**src/rtl/aes_pkg.sv**
```systemverilog
// Shared AES constants, FSM state type and S-box tables.
// The inverse table exists only when SUBBYTES_INV_EN is defined.
package aes_pkg;

    localparam int AES_BLOCK_W = 128;
    localparam int AES_BYTES   = 16;

    typedef enum logic [1:0] {
        IDLE = 2'd0,
        BUSY = 2'd1,
        DONE = 2'd2
    } sb_state_e;

    localparam logic [7:0] SBOX_FWD [0:255] = '{
        8'h63, 8'h7c, 8'h77, 8'h7b, 8'hf2, 8'h6b, 8'h6f, 8'hc5, 8'h30, 8'h01, 8'h67, 8'h2b, 8'hfe, 8'hd7, 8'hab, 8'h76,
        8'hca, 8'h82, 8'hc9, 8'h7d, 8'hfa, 8'h59, 8'h47, 8'hf0, 8'had, 8'hd4, 8'ha2, 8'haf, 8'h9c, 8'ha4, 8'h72, 8'hc0,
        8'hb7, 8'hfd, 8'h93, 8'h26, 8'h36, 8'h3f, 8'hf7, 8'hcc, 8'h34, 8'ha5, 8'he5, 8'hf1, 8'h71, 8'hd8, 8'h31, 8'h15,
        8'h04, 8'hc7, 8'h23, 8'hc3, 8'h18, 8'h96, 8'h05, 8'h9a, 8'h07, 8'h12, 8'h80, 8'he2, 8'heb, 8'h27, 8'hb2, 8'h75,
        8'h09, 8'h83, 8'h2c, 8'h1a, 8'h1b, 8'h6e, 8'h5a, 8'ha0, 8'h52, 8'h3b, 8'hd6, 8'hb3, 8'h29, 8'he3, 8'h2f, 8'h84,
        8'h53, 8'hd1, 8'h00, 8'hed, 8'h20, 8'hfc, 8'hb1, 8'h5b, 8'h6a, 8'hcb, 8'hbe, 8'h39, 8'h4a, 8'h4c, 8'h58, 8'hcf,
        8'hd0, 8'hef, 8'haa, 8'hfb, 8'h43, 8'h4d, 8'h33, 8'h85, 8'h45, 8'hf9, 8'h02, 8'h7f, 8'h50, 8'h3c, 8'h9f, 8'ha8,
        8'h51, 8'ha3, 8'h40, 8'h8f, 8'h92, 8'h9d, 8'h38, 8'hf5, 8'hbc, 8'hb6, 8'hda, 8'h21, 8'h10, 8'hff, 8'hf3, 8'hd2,
        8'hcd, 8'h0c, 8'h13, 8'hec, 8'h5f, 8'h97, 8'h44, 8'h17, 8'hc4, 8'ha7, 8'h7e, 8'h3d, 8'h64, 8'h5d, 8'h19, 8'h73,
        8'h60, 8'h81, 8'h4f, 8'hdc, 8'h22, 8'h2a, 8'h90, 8'h88, 8'h46, 8'hee, 8'hb8, 8'h14, 8'hde, 8'h5e, 8'h0b, 8'hdb,
        8'he0, 8'h32, 8'h3a, 8'h0a, 8'h49, 8'h06, 8'h24, 8'h5c, 8'hc2, 8'hd3, 8'hac, 8'h62, 8'h91, 8'h95, 8'he4, 8'h79,
        8'he7, 8'hc8, 8'h37, 8'h6d, 8'h8d, 8'hd5, 8'h4e, 8'ha9, 8'h6c, 8'h56, 8'hf4, 8'hea, 8'h65, 8'h7a, 8'hae, 8'h08,
        8'hba, 8'h78, 8'h25, 8'h2e, 8'h1c, 8'ha6, 8'hb4, 8'hc6, 8'he8, 8'hdd, 8'h74, 8'h1f, 8'h4b, 8'hbd, 8'h8b, 8'h8a,
        8'h70, 8'h3e, 8'hb5, 8'h66, 8'h48, 8'h03, 8'hf6, 8'h0e, 8'h61, 8'h35, 8'h57, 8'hb9, 8'h86, 8'hc1, 8'h1d, 8'h9e,
        8'he1, 8'hf8, 8'h98, 8'h11, 8'h69, 8'hd9, 8'h8e, 8'h94, 8'h9b, 8'h1e, 8'h87, 8'he9, 8'hce, 8'h55, 8'h28, 8'hdf,
        8'h8c, 8'ha1, 8'h89, 8'h0d, 8'hbf, 8'he6, 8'h42, 8'h68, 8'h41, 8'h99, 8'h2d, 8'h0f, 8'hb0, 8'h54, 8'hbb, 8'h16
    };

`ifdef SUBBYTES_INV_EN
    localparam logic [7:0] SBOX_INV [0:255] = '{
        8'h52, 8'h09, 8'h6a, 8'hd5, 8'h30, 8'h36, 8'ha5, 8'h38, 8'hbf, 8'h40, 8'ha3, 8'h9e, 8'h81, 8'hf3, 8'hd7, 8'hfb,
        8'h7c, 8'he3, 8'h39, 8'h82, 8'h9b, 8'h2f, 8'hff, 8'h87, 8'h34, 8'h8e, 8'h43, 8'h44, 8'hc4, 8'hde, 8'he9, 8'hcb,
        8'h54, 8'h7b, 8'h94, 8'h32, 8'ha6, 8'hc2, 8'h23, 8'h3d, 8'hee, 8'h4c, 8'h95, 8'h0b, 8'h42, 8'hfa, 8'hc3, 8'h4e,
        8'h08, 8'h2e, 8'ha1, 8'h66, 8'h28, 8'hd9, 8'h24, 8'hb2, 8'h76, 8'h5b, 8'ha2, 8'h49, 8'h6d, 8'h8b, 8'hd1, 8'h25,
        8'h72, 8'hf8, 8'hf6, 8'h64, 8'h86, 8'h68, 8'h98, 8'h16, 8'hd4, 8'ha4, 8'h5c, 8'hcc, 8'h5d, 8'h65, 8'hb6, 8'h92,
        8'h6c, 8'h70, 8'h48, 8'h50, 8'hfd, 8'hed, 8'hb9, 8'hda, 8'h5e, 8'h15, 8'h46, 8'h57, 8'ha7, 8'h8d, 8'h9d, 8'h84,
        8'h90, 8'hd8, 8'hab, 8'h00, 8'h8c, 8'hbc, 8'hd3, 8'h0a, 8'hf7, 8'he4, 8'h58, 8'h05, 8'hb8, 8'hb3, 8'h45, 8'h06,
        8'hd0, 8'h2c, 8'h1e, 8'h8f, 8'hca, 8'h3f, 8'h0f, 8'h02, 8'hc1, 8'haf, 8'hbd, 8'h03, 8'h01, 8'h13, 8'h8a, 8'h6b,
        8'h3a, 8'h91, 8'h11, 8'h41, 8'h4f, 8'h67, 8'hdc, 8'hea, 8'h97, 8'hf2, 8'hcf, 8'hce, 8'hf0, 8'hb4, 8'he6, 8'h73,
        8'h96, 8'hac, 8'h74, 8'h22, 8'he7, 8'had, 8'h35, 8'h85, 8'he2, 8'hf9, 8'h37, 8'he8, 8'h1c, 8'h75, 8'hdf, 8'h6e,
        8'h47, 8'hf1, 8'h1a, 8'h71, 8'h1d, 8'h29, 8'hc5, 8'h89, 8'h6f, 8'hb7, 8'h62, 8'h0e, 8'haa, 8'h18, 8'hbe, 8'h1b,
        8'hfc, 8'h56, 8'h3e, 8'h4b, 8'hc6, 8'hd2, 8'h79, 8'h20, 8'h9a, 8'hdb, 8'hc0, 8'hfe, 8'h78, 8'hcd, 8'h5a, 8'hf4,
        8'h1f, 8'hdd, 8'ha8, 8'h33, 8'h88, 8'h07, 8'hc7, 8'h31, 8'hb1, 8'h12, 8'h10, 8'h59, 8'h27, 8'h80, 8'hec, 8'h5f,
        8'h60, 8'h51, 8'h7f, 8'ha9, 8'h19, 8'hb5, 8'h4a, 8'h0d, 8'h2d, 8'he5, 8'h7a, 8'h9f, 8'h93, 8'hc9, 8'h9c, 8'hef,
        8'ha0, 8'he0, 8'h3b, 8'h4d, 8'hae, 8'h2a, 8'hf5, 8'hb0, 8'hc8, 8'heb, 8'hbb, 8'h3c, 8'h83, 8'h53, 8'h99, 8'h61,
        8'h17, 8'h2b, 8'h04, 8'h7e, 8'hba, 8'h77, 8'hd6, 8'h26, 8'he1, 8'h69, 8'h14, 8'h63, 8'h55, 8'h21, 8'h0c, 8'h7d
    };
`endif

endpackage

```
**src/rtl/subbytes_iter_if.sv**
```systemverilog
// 128-bit AES state stream with valid/ready handshake.
interface subbytes_iter_if;
    import aes_pkg::*;

    logic                     valid;
    logic                     ready;
    logic [0:AES_BLOCK_W-1]   data;

    modport master (output valid, output data, input  ready);
    modport slave  (input  valid, input  data, output ready);
endinterface

```
**src/rtl/aes_sbox.sv**
```systemverilog
// Combinational AES S-box lookup; inverse select present when SUBBYTES_INV_EN is defined.
module aes_sbox
    import aes_pkg::*;
(
    input  logic [7:0] data,
`ifdef SUBBYTES_INV_EN
    input  logic       inv,
`endif
    output logic [7:0] result
);

`ifdef SUBBYTES_INV_EN
    assign result = inv ? SBOX_INV[data] : SBOX_FWD[data];
`else
    assign result = SBOX_FWD[data];
`endif

endmodule

```
**src/rtl/subbytes_iter.sv**
```systemverilog
// Iterative AES SubBytes: one 4-byte column per cycle through four S-boxes.
// Optional SUBBYTES_INV_EN adds an inv port selecting the inverse S-box per block.
//
// state | meaning
// IDLE  | waiting for a block, in_ready=1
// BUSY  | substituting column col of st
// DONE  | st fully substituted, out_valid=1 until consumed
module subbytes_iter
    import aes_pkg::*;
(
    input  logic             clk,
    input  logic             rst,
`ifdef SUBBYTES_INV_EN
    input  logic             inv,
`endif
    subbytes_iter_if.slave   up,
    subbytes_iter_if.master  dn
);

    sb_state_e               state_q, state_d;
    logic [1:0]              col_q, col_d;
    logic [0:AES_BLOCK_W-1]  st_q, st_d;
    logic [0:31]             col_word;
    logic [0:31]             sub_col;
    logic                    inv_sel;

`ifdef SUBBYTES_INV_EN
    logic                    inv_q, inv_d;
    assign inv_sel = inv_q;
`else
    assign inv_sel = 1'b0;
`endif

    always_comb begin
        col_word = '0;
        for (int c = 0; c < 4; c++) begin
            if (col_q == c[1:0]) col_word = st_q[32*c +: 32];
        end
    end

    for (genvar b = 0; b < 4; b++) begin : g_sbox
        aes_sbox u_sbox (
            .data   (col_word[8*b +: 8]),
`ifdef SUBBYTES_INV_EN
            .inv    (inv_sel),
`endif
            .result (sub_col[8*b +: 8])
        );
    end

    always_ff @(posedge clk or posedge rst) begin
        if (rst) begin
            state_q <= IDLE;
            col_q   <= 2'd0;
            st_q    <= '0;
`ifdef SUBBYTES_INV_EN
            inv_q   <= 1'b0;
`endif
        end else begin
            state_q <= state_d;
            col_q   <= col_d;
            st_q    <= st_d;
`ifdef SUBBYTES_INV_EN
            inv_q   <= inv_d;
`endif
        end
    end

    always_comb begin
        state_d   = state_q;
        col_d     = col_q;
        st_d      = st_q;
        up.ready  = 1'b0;
        dn.valid  = 1'b0;
`ifdef SUBBYTES_INV_EN
        inv_d     = inv_q;
`endif
        unique case (state_q)
            IDLE: begin
                up.ready = 1'b1;
                if (up.valid) begin
                    st_d    = up.data;
                    col_d   = 2'd0;
                    state_d = BUSY;
`ifdef SUBBYTES_INV_EN
                    inv_d   = inv;
`endif
                end
            end
            BUSY: begin
                for (int c = 0; c < 4; c++) begin
                    if (col_q == c[1:0]) st_d[32*c +: 32] = sub_col;
                end
                // col wraps back to 0 on the last column, ready for the next block
                col_d = col_q + 2'd1;
                if (col_q == 2'd3) state_d = DONE;
            end
            DONE: begin
                dn.valid = 1'b1;
                up.ready = dn.ready;
                if (dn.ready) begin
                    if (up.valid) begin
                        st_d    = up.data;
                        col_d   = 2'd0;
                        state_d = BUSY;
`ifdef SUBBYTES_INV_EN
                        inv_d   = inv;
`endif
                    end else begin
                        state_d = IDLE;
                    end
                end
            end
            default: begin
                state_d = IDLE;
                col_d   = 2'd0;
            end
        endcase
    end

    assign dn.data = st_q;

endmodule

```
**src/flat_wrapper.sv**
```systemverilog
// flat-port wrapper written by rule: the top's interface ports become plain ports
module subbytes_iter_flat import aes_pkg::*;
  (clk, rst, up_valid, up_data, up_ready, dn_valid, dn_data, dn_ready);
  subbytes_iter_if up_i ();
  subbytes_iter_if dn_i ();
  input  logic clk;
  input  logic rst;
  input wire logic [$bits(up_i.valid)-1:0] up_valid;
  input wire logic [$bits(up_i.data)-1:0] up_data;
  output wire logic [$bits(up_i.ready)-1:0] up_ready;
  output wire logic [$bits(dn_i.valid)-1:0] dn_valid;
  output wire logic [$bits(dn_i.data)-1:0] dn_data;
  input wire logic [$bits(dn_i.ready)-1:0] dn_ready;
  assign up_i.valid = up_valid;
  assign up_i.data = up_data;
  assign up_ready = up_i.ready;
  assign dn_valid = dn_i.valid;
  assign dn_data = dn_i.data;
  assign dn_i.ready = dn_ready;
  subbytes_iter u_core (.clk(clk), .rst(rst), .up(up_i), .dn(dn_i));
endmodule
```
**config.mk**
```make
export PLATFORM = sky130hd
export DESIGN_NAME = subbytes_iter_flat
export DESIGN_NICKNAME = d
export VERILOG_FILES = /design/src/rtl/aes_pkg.sv /design/src/rtl/subbytes_iter_if.sv /design/src/rtl/aes_sbox.sv /design/src/rtl/subbytes_iter.sv /design/src/flat_wrapper.sv
export SDC_FILE = /design/constraint.sdc
export NUM_CORES = 1
export LEC_CHECK = 0
export ABC_AREA = 1
export BUFFER_PORTS_ARGS = -buffer_cell sky130_fd_sc_hd__clkbuf_2
export CELL_PAD_IN_SITES_DETAIL_PLACEMENT = 1
export CELL_PAD_IN_SITES_GLOBAL_PLACEMENT = 2
export CORE_MARGIN = 4
export CORE_UTILIZATION = 28
export CTS_CLUSTER_DIAMETER = 200
export DETAILED_ROUTE_END_ITERATION = 16
export GPL_ROUTABILITY_DRIVEN = 0
export PLACE_DENSITY_LB_ADDON = 0.1
export SYNTH_ARGS = -nofsm -noshare
export SYNTH_HDL_FRONTEND = slang
export SYNTH_SLANG_ARGS = --single-unit
```
**constraint.sdc**
```tcl
create_clock -name clk -period 4.4 [get_ports clk]
set_clock_uncertainty 0.2 [all_clocks]
set_input_delay 0.88 -clock clk [delete_from_list [all_inputs] [get_ports clk]]
set_output_delay 0.88 -clock clk [all_outputs]
set_load 0.02 [all_outputs]
```
* After elaboration in Yosys (flattened, before gate mapping)
Memory sizes are Yosys's and may differ from the RTL's.
Index checks and enable logic that the tools add are counted.
** Operators by class
- Add/sub/neg operators :: 1
- $lt $le $gt $ge :: 4
- Equality and inequality tests :: 11
- Mux-type cells :: 29
- Bitwise logic cells :: 4
- Reduce and logical (&&, ||, !) cells :: 8
** Operator list (count)
- case mux 128 bit (3 select lines) :: 1
- 2-to-1 mux 128 bit :: 2
- 2-to-1 mux 32 bit :: 8
- 2-to-1 mux 8 bit :: 8
- >= comparator 9 bit, second input constant :: 4
- inverter 8 -> 9 bit :: 4
- AND reduction 3 bit :: 5
- case mux 2 bit (3 select lines) :: 2
- 2-to-1 mux 2 bit :: 5
- != test 2 x 1 -> 1 bit, second input constant :: 4
- equality test 2 bit, second input constant :: 3
- equality test 2 x 1 -> 1 bit, second input constant :: 2
- logical NOT 2 bit :: 2
- != test 2 bit, second input constant :: 2
- nonzero test 3 bit :: 1
- adder 2 x 1 -> 2 bit, second input constant :: 1
- 2-to-1 mux 1 bit :: 2
- case mux 1 bit (2 select lines) :: 1
** Storage, ports and cells
- Register bits :: 132
- Bits in read-only memories :: 8192
- Input port bits :: 132
- Output and inout port bits :: 130
- Word-level logic and storage cells :: 67
- Memories kept :: 4
** Memories
- (no name shown) :: words 256, width 8, rd ports 1, clocked after Yosys merged registers in 0, write ports 0, RTL line aes_sbox.sv:15 : assign result = SBOX_FWD[data];
- (no name shown) :: words 256, width 8, rd ports 1, clocked after Yosys merged registers in 0, write ports 0, RTL line aes_sbox.sv:15
- (no name shown) :: words 256, width 8, rd ports 1, clocked after Yosys merged registers in 0, write ports 0, RTL line aes_sbox.sv:15
- (no name shown) :: words 256, width 8, rd ports 1, clocked after Yosys merged registers in 0, write ports 0, RTL line aes_sbox.sv:15

* Depth between registers and ports, before layout
- Depth after elaboration :: 11
- Mapped depth :: 23
- Depth with buffers taken out :: 21

* By module
From an unflattened synthesis, not the netlist that was laid out.
** Unflattened totals
- Cells, all modules :: 3703
- Area total of the unflattened synthesis :: 19971.7 sq um
** By module, submodules not included
- subbytes_iter :: times used 1, cells each 1151, area each 7644.8 sq um, sequential area each 3303.2 sq um
- aes_sbox at u_core.g_sbox[2].u_sbox ... :: times used 2, cells each 635, area each 3093.0 sq um, sequential area each 0.0 sq um
- aes_sbox at u_core.g_sbox[1].u_sbox :: times used 1, cells each 636, area each 3128.0 sq um, sequential area each 0.0 sq um
- aes_sbox at u_core.g_sbox[0].u_sbox :: times used 1, cells each 646, area each 3012.9 sq um, sequential area each 0.0 sq um

* Least setup slack after synthesis
OpenSTA, ideal clock, no wires.
- Path type :: register to register
- Start :: register u_core.col_q[0]
- End :: register u_core.st_q, in the netlist u_core.dn.data[126]
- Setup time :: 0.126 ns
- Arrival :: 2.754 ns
- Data required time :: 4.074 ns
- Slack :: 1.320 ns
- Cell stages (with the launch flop) :: 23
- Buffers on the path :: 2
- Period minus slack after synthesis :: 3.080 ns
- Cells stage by stage :: dfrtp_1 inv_1 ha_1 buf_6 inv_4 buf_4 nor2_1 nor2_1 nand2_1 nand2_2 ha_1 inv_1 nand3_1 nand2_1 inv_1 nand2_1 nand2_1 o21ai_1 nand2_1 nand3_1 nand2_1 nand3_1 a21oi_1
** On the way
- Longest elaborated chain between the ends :: 11
- Elaborated cells on any way between the ends :: 16
- Classes of those cells :: eq/ne (4); mux (8); bitwise (1); reduce/logical (2); memory (1)
** RTL lines
- start, declared :: RTL line subbytes_iter.sv:21 : logic [1:0] col_q, col_d;
- start signal, assigned :: RTL line subbytes_iter.sv:61 : col_q <= col_d;
- logical NOT 2 bit :: RTL line subbytes_iter.sv:37 : if (col_q == c[1:0]) col_word = st_q[32*c +: 32];
- 2-to-1 mux 32 bit (4 in a row) :: RTL line subbytes_iter.sv:37
- inverter 8 -> 9 bit (not written as such) :: RTL line aes_sbox.sv:15
- memory (256 x 8 bit)
- 2-to-1 mux 8 bit (not written as such) (2 in a row) :: RTL line aes_sbox.sv:15
- 2-to-1 mux 32 bit :: RTL line subbytes_iter.sv:92 : if (col_q == c[1:0]) st_d[32*c +: 32] = sub_col;
- case mux 128 bit (3 select lines) :: RTL line subbytes_iter.sv:78 : unique case (state_q)
- end signal, assigned :: RTL line subbytes_iter.sv:62 : st_q <= st_d;
- end, declared :: RTL line subbytes_iter.sv:22 : logic [0:AES_BLOCK_W-1] st_q, st_d;
Parallel ways exist; a longest one is shown, timed or not. The select of a mux whose other input is x is not followed.
A chain may end at the register's enable or synchronous reset.

* Worst setup path in the final report
- Start :: register u_core.col_q[0]
- End :: register u_core.st_q, in the netlist u_core.dn.data[124]
Same word-level chain as after synthesis.

==> tab_implementation.tex <==
\begin{tabular}{lr}
\hline
Metric & Value \\
\hline
\multicolumn{2}{l}{\textbf{Status}} \\
Run status & completed \\
\multicolumn{2}{l}{\textbf{Detailed routing}} \\
Overall via count from detail\_route & 27100 \\
DR DRC count & 0 \\
Via count normalized by instance count & 5.96 \\
Drt pass-1 iters & 5 \\
Met2 Routed Length & 55.6 mm \\
M1 WL & 52.2 mm \\
Count of nets left with antenna violations after detail routing & 0 \\
DR WL/cell & 27.2 um \\
Routed WL & 124 mm \\
Initial drt markers & 2893 \\
Met3 wirelength from detailed routing & 9.99 mm \\
Uppermost signal routing layer after detailed routing & met5 \\
\multicolumn{2}{l}{\textbf{Floorplan}} \\
Height of the chip & 271 um \\
Std-Cell Rows & 96 \\
Number of top-level design ports & 262 \\
Initial cell density of the core & 0.283 \\
Die span in x & 271 um \\
Core outline area & 68600 um2 \\
Die Footprint & 73500 um2 \\
\multicolumn{2}{l}{\textbf{Synthesis}} \\
Number of flip-flops and latches in the synthesized netlist & 132 \\
Sequential element share of the synthesized area & 0.170 \\
Synth warn & 0 \\
Number of standard cells after synthesis & 3450 \\
Summed instance area of the synthesized netlist & 19400 um2 \\
Number of distinct library cells after synthesis & 43 \\
Post-synthesis net count & 3642 \\
Synthesized area per cell & 5.62 um2 \\
\multicolumn{2}{l}{\textbf{Worst setup path}} \\
Required arrival time at the worst endpoint & 4.61 ns \\
Maximum net fanout on the critical path & 25 \\
Critical path launch point type & register \\
Arrival time worst endpoint & 4.35 ns \\
Crit Path Category & register to register \\
Kind of end point of the critical path & register \\
\multicolumn{2}{l}{\textbf{Clock tree}} \\
Clk buf depth & 2 \\
Skew-Pair Late Insertion Delay & 0.50 ns \\
Clock-pin slew of the registers on the worst-case setup and hold paths & 0.08 ns \\
TritonCTS sink count & 132 \\
Number of buffers inserted during clock tree synthesis & 17 \\
Library cell used as clock root buffer & sky130\_fd\_sc\_hd\_\_clkbuf\_16 \\
CTS tree & built \\
Hold-fix buffer count after cts & 0 \\
H-tree levels & 4 \\
Post-CTS setup-driven buffer insertion count & 0 \\
\multicolumn{2}{l}{\textbf{STA}} \\
Unrepaired setup endpoints after global routing & no \\
Slew HR & 0.492 \\
Pin slew with the least headroom to its limit & 0.762 ns \\
Shortest period the worst path allows & 4.14 ns \\
Pins Over Slew Limit & 0 \\
Setup TNS & 0 ns \\
Fmax achieved & 241 MHz \\
Hold violation count in the final report & 0 \\
Setup-failing EPs final & 0 \\
Portion of the clock cycle consumed by the worst path in the final layout & 0.941 \\
\multicolumn{2}{l}{\textbf{Global route}} \\
Via count of the first global-routing pass & 27300 \\
All-Layer GR Usage & 0.325 \\
Maximum number of pins on one net before global-route repair & 132 \\
Overflow left after global routing & 0 \\
Wire length of the first global-routing pass & 184 mm \\
Initial antenna violation count & 6 \\
\multicolumn{2}{l}{\textbf{Run}} \\
Max-Cap Viols & 0 \\
\multicolumn{2}{l}{\textbf{Layout}} \\
Layout overhead on the synthesized area & 15.3\% \\
Fraction of the core area covered by cells at the end of the flow & 0.326 \\
Non-Filler Instances & 4540 \\
Net count reported at finish & 3788 \\
Layout cell share with drive strength beyond 1 & 0.156 \\
\# diodes & 0 \\
\multicolumn{2}{l}{\textbf{Place}} \\
Count of input and output buffers & 261 \\
Total half-perimeter wirelength after legalization and detailed placement & 88.7 mm \\
Number of placed instances with taps included & 4508 \\
\multicolumn{2}{l}{\textbf{Min path}} \\
Type of the tightest min-delay check & primary input to async pin \\
\hline
\end{tabular}
-- metrics by stage --
stage	hold slack [ns]	cell area, um2	setup WS [ns]
5_1_grt	0.267	22400	0.0554
6_report	0.236	22400	0.258
3_5_place_dp	0.359	21700	0.268
3_3_place_gp	0.346	21700	0.371
2_1_floorplan	0.315	19400	1.32
4_1_cts	0.239	22300	0.220
-- state kept, by name (all words and copies together) (netlist names) --
signal	cells
u_core.dn.data	128
u_core.state_q	2
u_core.col_q	2
-- logic make-up (layout without fill, tap and decap cells) --
logic type / Yosys count / after routing / share of synthesized area
compound gates: 454 / 454 / 0.130
simple gates: 2394 / 2394 / 0.556
buf+inv: 410 / 569 / 0.104
flops: 132 / 132 / 0.170
fa+ha+maj: 60 / 60 / 0.0387
-- repair_timing --
| item | CTS | global route |
|---|---|---|
| gates resized for setup | 0 | 5 |
| hold endpoints to repair | 0 | 0 |
| endpoints found under the setup margin | 0 | 42 |
-- critical path, stage by stage (launching register included) --
cell	delay, ns
sky130_fd_sc_hd__dfrtp_1	0.50
sky130_fd_sc_hd__inv_1	0.11
sky130_fd_sc_hd__ha_2	0.25
sky130_fd_sc_hd__buf_12	0.21
sky130_fd_sc_hd__a21oi_1	0.32
sky130_fd_sc_hd__nand2_1	0.18
sky130_fd_sc_hd__a21boi_4	0.31
sky130_fd_sc_hd__ha_1	0.25
sky130_fd_sc_hd__inv_1	0.08
sky130_fd_sc_hd__nand3_1	0.38
sky130_fd_sc_hd__nand3_1	0.23
sky130_fd_sc_hd__nand2_1	0.12
sky130_fd_sc_hd__nand2_1	0.05
sky130_fd_sc_hd__a21oi_1	0.32
sky130_fd_sc_hd__nand2_1	0.10
sky130_fd_sc_hd__nand3_1	0.12
sky130_fd_sc_hd__nand3_2	0.16
sky130_fd_sc_hd__a21oi_1	0.17
-- worst paths after layout --
kind	start	end	slack, ns	cells past startpoint
min in group clk	u_core.dn.data[64]	u_core.dn.data[64]	0.38	2
max in group asynchronous	rst	u_core.dn.data[59]	2.79	3
hold reg to reg	u_core.dn.data[64]	u_core.dn.data[64]	0.38	2
setup reg to reg	u_core.col_q[0]	u_core.dn.data[124]	0.26	17
setup / recovery	u_core.col_q[0]	u_core.dn.data[124]	0.26	17
hold / removal	rst	u_core.dn.data[78]	0.24	2
-- routing by layer --
layer | track usage | vias to the layer above
li1 | - | 12000
met1 | 0.430 | 13300
met2 | 0.522 | 1483
met3 | 0.0584 | 318
met4 | 0.134 | 10
met5 | 0 | -
-- cells in the mapped netlist --
library cell / count / share of area
sky130_fd_sc_hd__nand2_4: 9 / 0.0052
sky130_fd_sc_hd__o21ai_0: 31 / 0.0080
sky130_fd_sc_hd__buf_8: 1 / 0.00077
sky130_fd_sc_hd__a21oi_4: 5 / 0.0042
sky130_fd_sc_hd__a22oi_1: 10 / 0.0039
sky130_fd_sc_hd__buf_2: 110 / 0.028
sky130_fd_sc_hd__nor2_2: 5 / 0.0016
sky130_fd_sc_hd__or2_2: 2 / 0.00065
sky130_fd_sc_hd__nand2_1: 920 / 0.18
sky130_fd_sc_hd__nand4_1: 14 / 0.0045
sky130_fd_sc_hd__a21boi_2: 2 / 0.0012
sky130_fd_sc_hd__o21ai_1: 8 / 0.0021
sky130_fd_sc_hd__o211ai_1: 15 / 0.0058
sky130_fd_sc_hd__buf_1: 7 / 0.0014
sky130_fd_sc_hd__nand3b_1: 6 / 0.0023
sky130_fd_sc_hd__clkbuf_4: 1 / 0.00039
sky130_fd_sc_hd__a22o_1: 1 / 0.00045
sky130_fd_sc_hd__nand2_2: 46 / 0.015
sky130_fd_sc_hd__nor2_8: 1 / 0.0010
sky130_fd_sc_hd__buf_12: 1 / 0.0010
sky130_fd_sc_hd__a21oi_1: 362 / 0.093
sky130_fd_sc_hd__buf_4: 40 / 0.015
sky130_fd_sc_hd__o21a_1: 2 / 0.00077
sky130_fd_sc_hd__inv_4: 2 / 0.00065
sky130_fd_sc_hd__or2_1: 1 / 0.00032
sky130_fd_sc_hd__ha_1: 60 / 0.039
sky130_fd_sc_hd__nor3_2: 2 / 0.0010
sky130_fd_sc_hd__a21oi_2: 7 / 0.0032
sky130_fd_sc_hd__inv_2: 22 / 0.0043
sky130_fd_sc_hd__a21boi_1: 2 / 0.00077
sky130_fd_sc_hd__nand3_1: 1083 / 0.28
sky130_fd_sc_hd__dfrtp_1: 132 / 0.17
sky130_fd_sc_hd__clkbuf_1: 77 / 0.015
sky130_fd_sc_hd__nor2_1: 286 / 0.055
sky130_fd_sc_hd__nor2_4: 4 / 0.0023
sky130_fd_sc_hd__nand3_2: 12 / 0.0062
sky130_fd_sc_hd__buf_6: 21 / 0.012
sky130_fd_sc_hd__inv_1: 122 / 0.024
sky130_fd_sc_hd__a21o_1: 1 / 0.00039
sky130_fd_sc_hd__a22oi_2: 5 / 0.0032
sky130_fd_sc_hd__clkinv_1: 6 / 0.0012
sky130_fd_sc_hd__nand2_8: 3 / 0.0031
sky130_fd_sc_hd__a21boi_4: 3 / 0.0029
-- placed cells by master (no fill, tap or decap), drive strengths merged --
cell type  instances
nor2             296
buf              124
nand2            978
bufinv             3
a22oi             15
a21boi             7
a21o               1
a22o               1
nand3           1095
nand3b             6
o21ai             39
or2                3
nor3               2
dfrtp            132
clkbuf           279
inv              147
o21a               2
ha                60
clkinv            12
nand4             14
clkinvlp           4
o211ai            15
a21oi            374
-- area by class of cell --
cell class / instances / area, um2
multi-input cells: 2908 / 14200
clock inverters: 14 / 178
clock buffers: 18 / 429
inverters: 152 / 584
fillers: 9250 / 46200
flip-flops and latches: 132 / 3300
repair buffers: 385 / 2520
well taps: 931 / 1160
Power is not shown: default switching activity piles up to over one toggle a cycle in this logic, so the estimate is an artifact.
